## src/rtl/lcd_frame_scanner.sv

```systemverilog
// lcd_frame_scanner
//   Walks the LCD raster one coordinate at a time. It presents x_pixel/y_pixel
//   to the content generators, samples the returned pixel/active pair, and
//   emits one RGB565 word per coordinate over a valid/ready stream to the
//   LCD write engine.
//
// Parameters
//   H_RES      pixels per line, x counts 0..H_RES-1
//   V_RES      lines per frame, y counts 0..V_RES-1
//   BG_COLOUR  word emitted when no generator claims the coordinate
//
// Ports
//   clk         system clock
//   rst         synchronous, active-high reset
//   start       frame request, sampled in IDLE only
//   x_pixel     current column presented to generators (registered)
//   y_pixel     current row presented to generators (registered)
//   pixel       RGB565 from generators for the current coordinate
//   active      OR of generator active flags for the current coordinate
//   out_data    pixel word to the LCD writer
//   out_valid   out_data valid
//   out_ready   LCD writer accepts out_data
//   busy        high whenever the scanner is not idle
//   frame_done  one-cycle pulse after the last pixel of a frame is accepted
//
// Build option
//   LCD_FRAME_CONTINUOUS_EN  when defined, DONE restarts the next frame
//                            directly if start is high, without passing
//                            through IDLE (one bubble cycle between frames).

module lcd_frame_scanner #(
    parameter int unsigned H_RES     = 320,
    parameter int unsigned V_RES     = 240,
    parameter logic [15:0] BG_COLOUR = 16'hFFFF
) (
    input  logic        clk,
    input  logic        rst,
    input  logic        start,
    output logic [8:0]  x_pixel,
    output logic [7:0]  y_pixel,
    input  logic [15:0] pixel,
    input  logic        active,
    output logic [15:0] out_data,
    output logic        out_valid,
    input  logic        out_ready,
    output logic        busy,
    output logic        frame_done
);

    // Last coordinates at full port width so the comparisons never wrap.
    localparam logic [8:0] X_LAST = 9'(H_RES - 1);
    localparam logic [7:0] Y_LAST = 8'(V_RES - 1);

    typedef enum logic [1:0] {
        IDLE,
        FETCH,
        HOLD,
        DONE
    } state_t;

    state_t      state;
    state_t      state_nx;
    logic [8:0]  x_nx;
    logic [7:0]  y_nx;
    logic [15:0] data_nx;
    logic        valid_nx;
    logic        handshake;
    logic        last_pixel;

    assign handshake  = out_valid & out_ready;
    assign last_pixel = (x_pixel == X_LAST) && (y_pixel == Y_LAST);

    // State and datapath registers; reset clears any word in flight.
    always_ff @(posedge clk) begin
        if (rst) begin
            state     <= IDLE;
            x_pixel   <= '0;
            y_pixel   <= '0;
            out_data  <= '0;
            out_valid <= 1'b0;
        end else begin
            state     <= state_nx;
            x_pixel   <= x_nx;
            y_pixel   <= y_nx;
            out_data  <= data_nx;
            out_valid <= valid_nx;
        end
    end

    // Next-state and datapath update.
    always_comb begin
        state_nx = state;
        x_nx     = x_pixel;
        y_nx     = y_pixel;
        data_nx  = out_data;
        valid_nx = out_valid;

        unique case (state)
            IDLE: begin
                if (start) begin
                    x_nx     = '0;
                    y_nx     = '0;
                    state_nx = FETCH;
                end
            end

            // Coordinates were registered last cycle, so the generators'
            // combinational answer is settled here.
            FETCH: begin
                data_nx  = active ? pixel : BG_COLOUR;
                valid_nx = 1'b1;
                state_nx = HOLD;
            end

            HOLD: begin
                if (handshake) begin
                    valid_nx = 1'b0;
                    if (last_pixel) begin
                        state_nx = DONE;
                    end else begin
                        if (x_pixel < X_LAST) begin
                            x_nx = x_pixel + 9'd1;
                        end else begin
                            x_nx = '0;
                            // Guarded so y cannot pass the last line.
                            if (y_pixel < Y_LAST) begin
                                y_nx = y_pixel + 8'd1;
                            end
                        end
                        state_nx = FETCH;
                    end
                end
            end

            DONE: begin
                x_nx = '0;
                y_nx = '0;
`ifdef LCD_FRAME_CONTINUOUS_EN
                state_nx = start ? FETCH : IDLE;
`else
                state_nx = IDLE;
`endif
            end

            default: begin
                state_nx = IDLE;
            end
        endcase
    end

    // Status decoded straight from the state register: both drop to zero
    // in the same cycle reset takes effect.
    always_comb begin
        busy       = (state != IDLE);
        frame_done = (state == DONE);
    end

endmodule

```

## config.mk

```make
export PLATFORM = sky130hd
export DESIGN_NAME = lcd_frame_scanner
export DESIGN_NICKNAME = d
export VERILOG_FILES = /design/src/rtl/lcd_frame_scanner.sv
export SDC_FILE = /design/constraint.sdc
export NUM_CORES = 1
export LEC_CHECK = 0
export ABC_CLOCK_PERIOD_IN_PS = 3420
export CAP_MARGIN = 20
export CORE_MARGIN = 5
export CORE_UTILIZATION = 49
export DETAILED_ROUTE_END_ITERATION = 6
export PLACE_DENSITY = 0.84
export SYNTH_ARGS = -nofsm -noshare
export SYNTH_HDL_FRONTEND = slang
export SYNTH_SLANG_ARGS = --single-unit
```

## constraint.sdc

```tcl
create_clock -name clk -period 3.42 [get_ports clk]
set_input_delay 0.684 -clock clk [delete_from_list [all_inputs] [get_ports clk]]
set_output_delay 0.684 -clock clk [all_outputs]
set_load 0.01 [all_outputs]
```

==> flow_metrics.tcl <==
set metrics [dict create \
    status "complete, no violations" \
    setup_violations 0 \
    netlist_area_um2 1750 \
    overflow 0 \
    die_y_um 69.77 \
    grt_setup_unrepaired "false" \
    p_per_area_nw_per_um2 377.7 \
    dieArea_um2 4868 \
    antenna_found_initial 0 \
    ys_seq_elements 36 \
    finalCritPeriodShare_pct 64.80 \
    fin_ws_ns 1.204 \
    yosys_warnings 0 \
    post-cts-setup-buffers 0 \
    htreeDepth 2 \
    path_class "reg2out" \
    yosysTopAreaCell "dfxtp_1" \
    finalCoreUtilization_pct 70.36 \
    synth_cells 211 \
    slew_headroom_pct 34.06 \
    cpMaxStageDelayCell "clkdlybuf4s50_1" \
    worst_setup_path_start_kind "flip-flop" \
    numCtsBuffers 5 \
    gp_congestion 0.8612 \
    synth-main-ff-cell "dfxtp_1" \
    peakVddDrop_v 0.0002225 \
    slew_violations 0 \
    yosys.area_share.xor_xnor_pct 0 \
    slowest_delay_ns 0.53 \
    antenna_cells 0 \
    cts_tree "yes" \
    crit_fanout 10 \
    cp_num_buf_inv 1 \
    synthAdderAreaFrac_pct 1.430 \
    worstPathArrival_ns 1.53 \
    drive_gt1_share_pct 5.703 \
    synth_top_family_by_area "simple AND/OR/NAND/NOR gates" \
    synth_compound_area_share_pct 23.30 \
    drtAntennaViolNets 0 \
    place_inst 301 \
    hp-class "reg2reg" \
    ctsResizeCount 0 \
    area_growth_pct 36.24 \
    fin_crit_ns 2.216 \
    cts_sinks 36 \
    path_clk_slew_ns 0.10 \
    async_flop_share_pct 0 \
    hold_viol_final 0 \
    hpwlAfterDp_um 3013 \
    clock-root-buffer "clkbuf_4" \
    leakagePower_nw 0.8763 \
    syn_area_per_cell_um2 8.296 \
    clock_path_buffers 2 \
    coreArea_um2 3390 \
    ys_top_cells_by_area "dfxtp_1 41%, a311oi_1 8.0%, nor2_1 5.8%" \
    worst_pin_slew_ns 0.9891 \
    cap_viol_max_count 0 \
    cp.required_ns 2.74 \
    placement_rows 21 \
    synth-simple-area-share_pct 26.38 \
    route.vias.total 1675 \
    die_w_um 69.77 \
    post-place-ws_ns 0.9784 \
    first_iter_violations 198 \
    muxShareOfSynthArea_pct 0 \
    via_per_inst 5.421 \
    avgRoutedWirePerCell_um 13.45 \
    route.detailed.drc 0 \
    initial_utilization_pct 51.64 \
    io_buffers 56 \
    ys_seq_area_share_pct 41.17 \
    nets 285 \
    grt_max_degree 34 \
    synth_cell_types 43 \
    critical-path-top-delay-family "buffers and inverters" \
    synth-edff-count 0 \
    worstPathCellList "and2_1 > clkdlybuf4s50_1" \
    synth_fp_nets 234 \
    finalSetupTns_ns 0 \
    routed_wl_um 4156 \
    fin_skew_ns 0.007753 \
    dr.pass1.iters 4 \
    layoutNonFillerInstCount 309 \
    ios 57 \
    fillers 270 \
    track_usage_pct 17.58 \
    crit_path_end_kind "primary output" \
    cts_hold_buf 0 \
    first_global_vias 1513 \
    yosysTopAreaCellShare_pct 41.17 \
    grt_pass1_wl_um 7079 \
    clk_latency_ns 0.33 \
    max_freq_mhz 451.2 \
]
==> worst paths after layout <==
kind / startpoint / end / slack [ns] / cells after the start
setup / recovery: state[1] / frame_done / 1.20 / 2
hold reg to reg: y_pixel[1] / y_pixel[1] / 0.49 / 2
setup reg to reg: x_pixel[0] / x_pixel[2] / 1.41 / 6
hold / removal: y_pixel[1] / y_pixel[1] / 0.49 / 2
==> power by group <==
group	switching, mW	internal, mW	total (mW)
Sequential	0.0134	0.438	0.451
Combinational	0.0767	0.0832	0.160
Clock	0.136	0.153	0.289
==> cell type report <==
type                            count  area [um2]  area share, %
Tap cell                           46       57.56          2.413
Clock buffer                        6       41.29          1.731
Timing Repair Buffer               57       568.0          23.82
Sequential cell                    36       720.7          30.22
Inverter                           18       67.56          2.833
Clock inverter                      2       35.03          1.469
Multi-Input combinational cell    144       894.6          37.51
==> Yosys cell counts, drive strengths merged, types with 4 or more instances <==
| master | number |
|---|---|
| a21oi | 13 |
| a311oi | 16 |
| and3 | 5 |
| buf | 6 |
| clkbuf | 7 |
| dfxtp | 36 |
| inv | 18 |
| nand2 | 12 |
| nand3 | 7 |
| nand4 | 4 |
| nor2 | 28 |
| nor3 | 6 |
| o21ai | 11 |
==> cells in the final DEF (no fill, tap or decap), types with 2 or more instances in the layout <==
cell type	count
a21oi_1	13
a311oi_1	16
a31oi_1	3
and2_1	2
and2b_1	2
and3_1	5
clkbuf_4	5
clkdlybuf4s50_1	56
dfxtp_1	36
ha_1	2
inv_1	18
nand2_1	12
nand3_1	7
nand3b_1	2
nand4_1	3
nand4b_1	3
nor2_1	27
nor2b_1	2
nor3_1	6
o211ai_1	2
o21a_1	2
o21ai_0	10
o31ai_1	2
or2_2	2
or3_1	3
or3b_1	3
==> metrics by stage <==
step	hold WS [ns]	instance area, um2	power (mW)
2_1_floorplan	0.4995	1750	0.5501
3_3_place_gp	0.4766	2308	0.6189
3_5_place_dp	0.4803	2308	0.6216
4_1_cts	0.4993	2385	0.9109
5_1_grt	0.5206	2385	0.9460
6_report	0.4936	2385	0.9008
==> cell families after synthesis <==
kind of cell             Yosys count
flip-flops                        36
adder cells (fa/ha/maj)            2
buffers and inverters             31
AO/OA/AOI/OAI                     56
AND/OR/NAND/NOR                   86
==> sequential cells by signal (all words and copies together) (netlist names) <==
| register | count |
|---|---|
| state | 2 |
| out_valid | 1 |
| out_data | 16 |
| y_pixel | 8 |
| x_pixel | 9 |
==> routing by layer <==
metal	wire length (um)	share of wire (%)	up-vias	GRT usage (%)
li1	-	-	863	-
met1	1872	45	744	23.68
met2	1968	47	59	26.02
met3	231	5.6	9	3.913
met4	85	2.0	0	9.149
met5	0	0	-	0
==> worst min-delay path: stages, from the launching register on <==
cell and delay [ns]:
dfxtp_1 0.35, nand2_1 0.06, a21oi_1 0.05
Power figures use the tool's default switching activity.
